[config.mk]
export PLATFORM = sky130hd
export DESIGN_NAME = button_debounce
export DESIGN_NICKNAME = d
export VERILOG_FILES = /design/src/rtl/button_debounce.sv
export SDC_FILE = /design/constraint.sdc
export NUM_CORES = 1
export LEC_CHECK = 0
export ABC_AREA = 1
export BUFFER_PORTS_ARGS = -buffer_cell sky130_fd_sc_hd__buf_2
export CORE_UTILIZATION = 60
export CTS_CLUSTER_SIZE = 8
export DETAILED_ROUTE_END_ITERATION = 8
export MAX_ROUTING_LAYER = met4
export PLACE_DENSITY = 0.8
export SLEW_MARGIN = 20
export SYNTH_ARGS = -nofsm -noshare
export SYNTH_HDL_FRONTEND = slang
export SYNTH_SLANG_ARGS = --single-unit
export TNS_END_PERCENT = 50
[constraint.sdc]
create_clock -name clk -period 4.2 [get_ports clk]
set_clock_uncertainty 0.2 [all_clocks]
set_input_delay 0.42 -clock clk [delete_from_list [all_inputs] [get_ports clk]]
set_output_delay 0.42 -clock clk [all_outputs]
set_load 0.1 [all_outputs]
[src/rtl/button_debounce.sv]
// button_debounce: two-flop synchroniser, shared sample-tick prescaler and per-bit
// stability counters producing a pressed-high level plus one-cycle press/release strobes.
module button_debounce #(
   parameter int WIDTH        = 8,
   parameter bit ACTIVE_LOW   = 1'b1,
   parameter int TICK_DIV     = 50000,
   parameter int STABLE_TICKS = 4
) (
   input  logic             clk,
   input  logic             reset,
   input  logic [WIDTH-1:0] btn_raw,
   output logic [WIDTH-1:0] btn_stable,
   output logic [WIDTH-1:0] btn_press,
   output logic [WIDTH-1:0] btn_release,
   output logic             sample_tick
);
   localparam int PW = (TICK_DIV > 1) ? $clog2(TICK_DIV) : 1;
   localparam int CW = $clog2(STABLE_TICKS + 1);
   localparam logic [PW-1:0] PRE_LAST = PW'(TICK_DIV - 1);
   localparam logic [CW-1:0] CNT_LAST = CW'(STABLE_TICKS - 1);

   logic [WIDTH-1:0] sync1_q, sync2_q, pressed;
   logic [PW-1:0]    pre_q, pre_d;
   logic             run_q, tick;
   logic [CW-1:0]    cnt_q [WIDTH];
   logic [CW-1:0]    cnt_d [WIDTH];
   logic [WIDTH-1:0] stable_q, stable_d, press_q, release_q;

   assign pressed = sync2_q ^ {WIDTH{ACTIVE_LOW}};
   // run_q keeps a TICK_DIV of 1 from ticking while reset is still held
   assign tick    = run_q && (pre_q == PRE_LAST);
   assign pre_d   = (pre_q == PRE_LAST) ? '0 : pre_q + PW'(1);

   always_comb begin
      stable_d = stable_q;
      cnt_d    = cnt_q;
      for (int i = 0; i < WIDTH; i++)
         if (tick) begin
            if (pressed[i] == stable_q[i])
               cnt_d[i] = '0;
            else if (cnt_q[i] == CNT_LAST) begin
               stable_d[i] = pressed[i];
               cnt_d[i]    = '0;
            end else
               cnt_d[i] = cnt_q[i] + CW'(1);
         end
   end

   always_ff @(posedge clk or negedge reset)
      if (!reset) begin
         sync1_q   <= {WIDTH{ACTIVE_LOW}};
         sync2_q   <= {WIDTH{ACTIVE_LOW}};
         pre_q     <= '0;
         run_q     <= 1'b0;
         cnt_q     <= '{default: '0};
         stable_q  <= '0;
         press_q   <= '0;
         release_q <= '0;
      end else begin
         sync1_q   <= btn_raw;
         sync2_q   <= sync1_q;
         pre_q     <= pre_d;
         run_q     <= 1'b1;
         cnt_q     <= cnt_d;
         stable_q  <= stable_d;
         press_q   <= stable_d & ~stable_q;
         release_q <= stable_q & ~stable_d;
      end

   assign btn_stable  = stable_q;
   assign btn_press   = press_q;
   assign btn_release = release_q;
   assign sample_tick = tick;
endmodule

After elaboration in Yosys (flattened, before gate mapping)
Index checks and enable logic that the tools add are counted.
{ "op_classes": {"add_sub_neg": 9, "multipliers": 0, "div": 0, "order_cmp": 0, "eq_ne": 17, "shifts": 0, "muxes": 41, "bitwise_logic": 5, "reduce_logical": 1} }
{ "ops": {"columns": ["operator", "n"], "rows": [
  ["$mux 3", 16],
  ["$add 3x1->3 const B", 8],
  ["$eq 3x2->1 const B", 8],
  ["$mux 1", 24],
  ["$not 8->8", 3],
  ["$add 16x1->16 const B", 1],
  ["$and 8x8->8", 2],
  ["$eq 16x16->1 const B", 1],
  ["$mux 16", 1],
  ["$eq 1x1->1", 8],
  ["$logic_and 1x1->1", 1]
]} }
{ "totals": {"reg_bits": 81, "latch_bits": 0, "ram_bits": 0, "rom_bits": 0, "inputBits": 10, "output_inout_bits": 25, "memories": 0} }

Logic depth before layout (Yosys ltp)
{ "logic_depth": {"depth_word": 6, "mapped_depth": 8} }

Worst setup path before layout
Ideal clock, no wire load.
{ "synth_path": {"kind": "reg-to-output", "from": "reg pre_q[0]", "to": "out sample_tick", "arrival_ns": 1.731, "required_ns": 3.580, "setup_slack_ns": 1.849, "path_stages_with_launch": 7, "path_buffers": 1, "path_cell_list": "dfrtp_1 -> ha_1 -> nand3_2 -> nor2_4 -> nand3_2 -> buf_6 -> inv_1"} }
{ "synth_between": {"elab_chain_cells": 2} }
{ "synth_rtl": {"columns": ["item", "line", "text"], "rows": [
  ["from (decl)", "23", "logic [PW-1:0] pre_q, pre_d;"],
  ["from (signal assigned)", "62", "pre_q <= pre_d;"],
  ["$eq 16x16->1", "31", "assign tick = run_q && (pre_q == PRE_LAST);"],
  ["$logic_and 1x1->1", "31", null],
  ["to (decl)", "15", "output logic sample_tick"]
]} }
No other way between the ends.

Worst setup path in the final report
Same ends and word-level chain as after synthesis.

==> flow_metrics.env <==
export IMPL_p_int_mw=1.05
export IMPL_maxSlewHeadroom_pct=51.0
export IMPL_cts_tree="yes"
export IMPL_start_kind="flip-flop"
export IMPL_power_density_nw_per_um2=311
export IMPL_p_clk_share_pct=39.0
export IMPL_grt_pass1_wl_mm=12.8
export IMPL_grt_usage_pct=23.8
export IMPL_drc=0
export IMPL_final_common_cell="nand2_1"
export IMPL_grt_max_degree=82
export IMPL_fill_cells=508
export IMPL_power_switching_uw=332
export IMPL_antenna_found_initial=0
export IMPL_grt_overflow=0
export IMPL_status="finished, final reports clean"
export IMPL_cap_violations=0
export IMPL_routedWlPerCell_um=12.2
export IMPL_clk_path_buf_depth=2
export IMPL_postLayoutCellArea_um2=4440
export IMPL_dr_total_vias=3001
export IMPL_cts_root_buf="clkbuf_8"
export IMPL_place_ws_ns=1.95
export IMPL_dr_pass1_iters=4
export IMPL_synth_nets=487
export IMPL_htree_levels=3
export IMPL_yosys_warnings=0
export IMPL_io_pins=35
export IMPL_grt_setup_unrepaired="no"
export IMPL_drt_iter0_drc=188
export IMPL_slowest_stage="buf_2"
export IMPL_routed_via_density=5.06
export IMPL_layout_common_cells="161 x nand2_1, 65 x dfrtp_1, 59 x inv_1"
export IMPL_cts_sinks=81
export IMPL_crit_top_cell="nand3_2"
export IMPL_irDropWorstVdd_mv=0.223
export IMPL_die_h_um=83.0
export IMPL_ant_nets=0
export IMPL_synth_cells=468
export IMPL_syn_area_um2=3930
export IMPL_cp_end_kind="output port"
export IMPL_setup_viol=0
export IMPL_pwr_share_comb_pct=3.2
export IMPL_syn_area_per_cell_um2=8.41
export IMPL_max_stage_delay_ns=0.42
export IMPL_syn_to_final_growth_pct=12.8
export IMPL_hpwl_mm=4.81
export IMPL_place_area_um2=4130
export IMPL_core_um2=6350
export IMPL_die_w_um=83.0
export IMPL_critical_path_cell_chain="ha_1 > nand3_2 > nor2_4 > nand3_2 > inv_1 > buf_2"
export IMPL_clk_latency_ns=0.35
export IMPL_initial_core_util_pct=62.0
export IMPL_synth_distinct_cells=23
export IMPL_worst_pin_slew_ns=0.734
export IMPL_cts_clk_slew_worst_paths_ns=0.09
export IMPL_holdCritPathClass="flip-flop to flip-flop"
export IMPL_path_class="flip-flop to output port"
export IMPL_cts_buffers_inserted=9
export IMPL_p_total_mw=1.38
export IMPL_wirelength_mm=7.23
export IMPL_row_count=29
export IMPL_slew_violations=0
export IMPL_setup_slack_ns=1.64
export IMPL_dieArea_um2=6880
export IMPL_worstPathArrival_ns=1.94
export IMPL_power_leakage_nw=2.34
export IMPL_fin_nets=530
export IMPL_max_freq_mhz=390
export IMPL_drive_gt1_share_pct=19.6
export IMPL_io_buffers=34
export IMPL_crit_required_ns=3.58
export IMPL_min_period_over_period_pct=61.0
export IMPL_swShare_pct=24.1
export IMPL_synth_seq_area_share_pct=52.0
export IMPL_gp_congestion=0.850
export IMPL_tns_ns=0
export IMPL_seqPwrFrac_pct=57.8
export IMPL_grt_pass1_vias=2913
export IMPL_ys_ff_latch=81
export IMPL_n_antenna_cell=0
export IMPL_hold_violations=0
export IMPL_period_minus_slack_ns=2.56
export IMPL_critPathMaxFanout=4
[power by group through the flow]
stage	clock, mW	sequential (mW)	combinational [mW]
after CTS	0.556	0.798	0.0414
final	0.539	0.797	0.0443
after global routing	0.588	0.798	0.0508
after floorplan	0	0.811	0.0131
after detailed placement	0	0.812	0.0357
after global placement	0	0.812	0.0347
[per-layer routing]
layer / global-route usage, % / wire, µm / vias up
li1: - / - / 1545
met1: 29.4 / 3240 / 1403
met2: 39.3 / 3700 / 42
met3: 3.98 / 188 / 11
met4: 9.09 / 105 / 0
met5: - / 0 / -
[state kept, by name, summed over array words and instances (netlist names)]
name         cells
btn_press        8
cnt_q           24
btn_stable       8
sync2_q          8
pre_q           16
btn_release      8
run_q            1
sync1_q          8
[metrics by stage]
stage	utilization [%]	std cells	hold slack, ns
finish	69.9	593	0.153
global route	69.9	593	0.161
CTS	69.3	591	0.0657
detailed placement	65.1	567	0.147
global placement	65.1	567	0.146
floorplan	-	468	-0.0756
[worst max-delay path, delay by kind of cell (launching register included)]
kind,cells,cell delay (ns)
adder cells (fa/ha/maj),1,0.22
buffers and inverters,2,0.50
flip-flops,1,0.38
AND/OR/NAND/NOR,3,0.48
[synthesized netlist by cell type]
cell type	number	area (µm²)
nor2_1	51	191
buf_6	3	33.8
nor3_2	16	160
clkbuf_1	3	11.3
clkinv_1	2	7.51
nand3_2	2	20.0
conb_1	1	3.75
nand3_1	13	65.1
ha_1	9	113
buf_2	8	40.0
nand3_4	1	17.5
nand2_1	161	604
xor2_1	6	52.6
or2_2	8	50.1
inv_2	1	3.75
nor2_4	4	45.0
xnor2_1	1	8.76
dfstp_2	16	420
nand4_1	34	213
o21bai_1	2	15.0
inv_1	59	221
a21oi_1	2	10.0
dfrtp_1	65	1630
[final cells by class]
class,instances,area [µm²],area share [%]
Sequential cell,81,2050,46.1
Multi-Input combinational cell,311,1570,35.4
Timing Repair Buffer,46,305,6.88
Inverter,62,233,5.24
Clock buffer,10,138,3.10
Tap cell,77,96.3,2.17
Clock inverter,6,50.0,1.13
[path summary, 6_finish.rpt]
check	start	to	slack (ns)	cells after the start
max reg2reg	pre_q[0]	btn_stable[6]	1.91	6
min in group asynchronous	reset	btn_release[3]	0.29	2
min reg2reg	sync1_q[3]	sync2_q[3]	0.15	0
max	pre_q[0]	sample_tick	1.64	6
max in group asynchronous	reset	sync2_q[2]	2.87	3
min	sync1_q[3]	sync2_q[3]	0.15	0
[kinds of logic (layout without fill, tap and decap cells)]
logic type | after synthesis | after routing | share of synthesized area (%)
adder cells (fa/ha/maj) | 9 | 9 | 2.86
flip-flops | 81 | 81 | 52.0
buffers and inverters | 76 | 124 | 8.08
XOR/XNOR | 7 | 7 | 1.56
AND/OR/NAND/NOR | 290 | 290 | 34.7
AO/OA/AOI/OAI | 4 | 4 | 0.636
other | 1 | 1 | 0.0953
[what timing repair did]
item	4_1_cts	5_1_grt
endpoints found under the setup margin	0	0
setup buffers	0	0
gates resized for setup	0	0
hold buffers	8	1
hold endpoints to repair	8	17
Power figures use the tool's default switching activity.
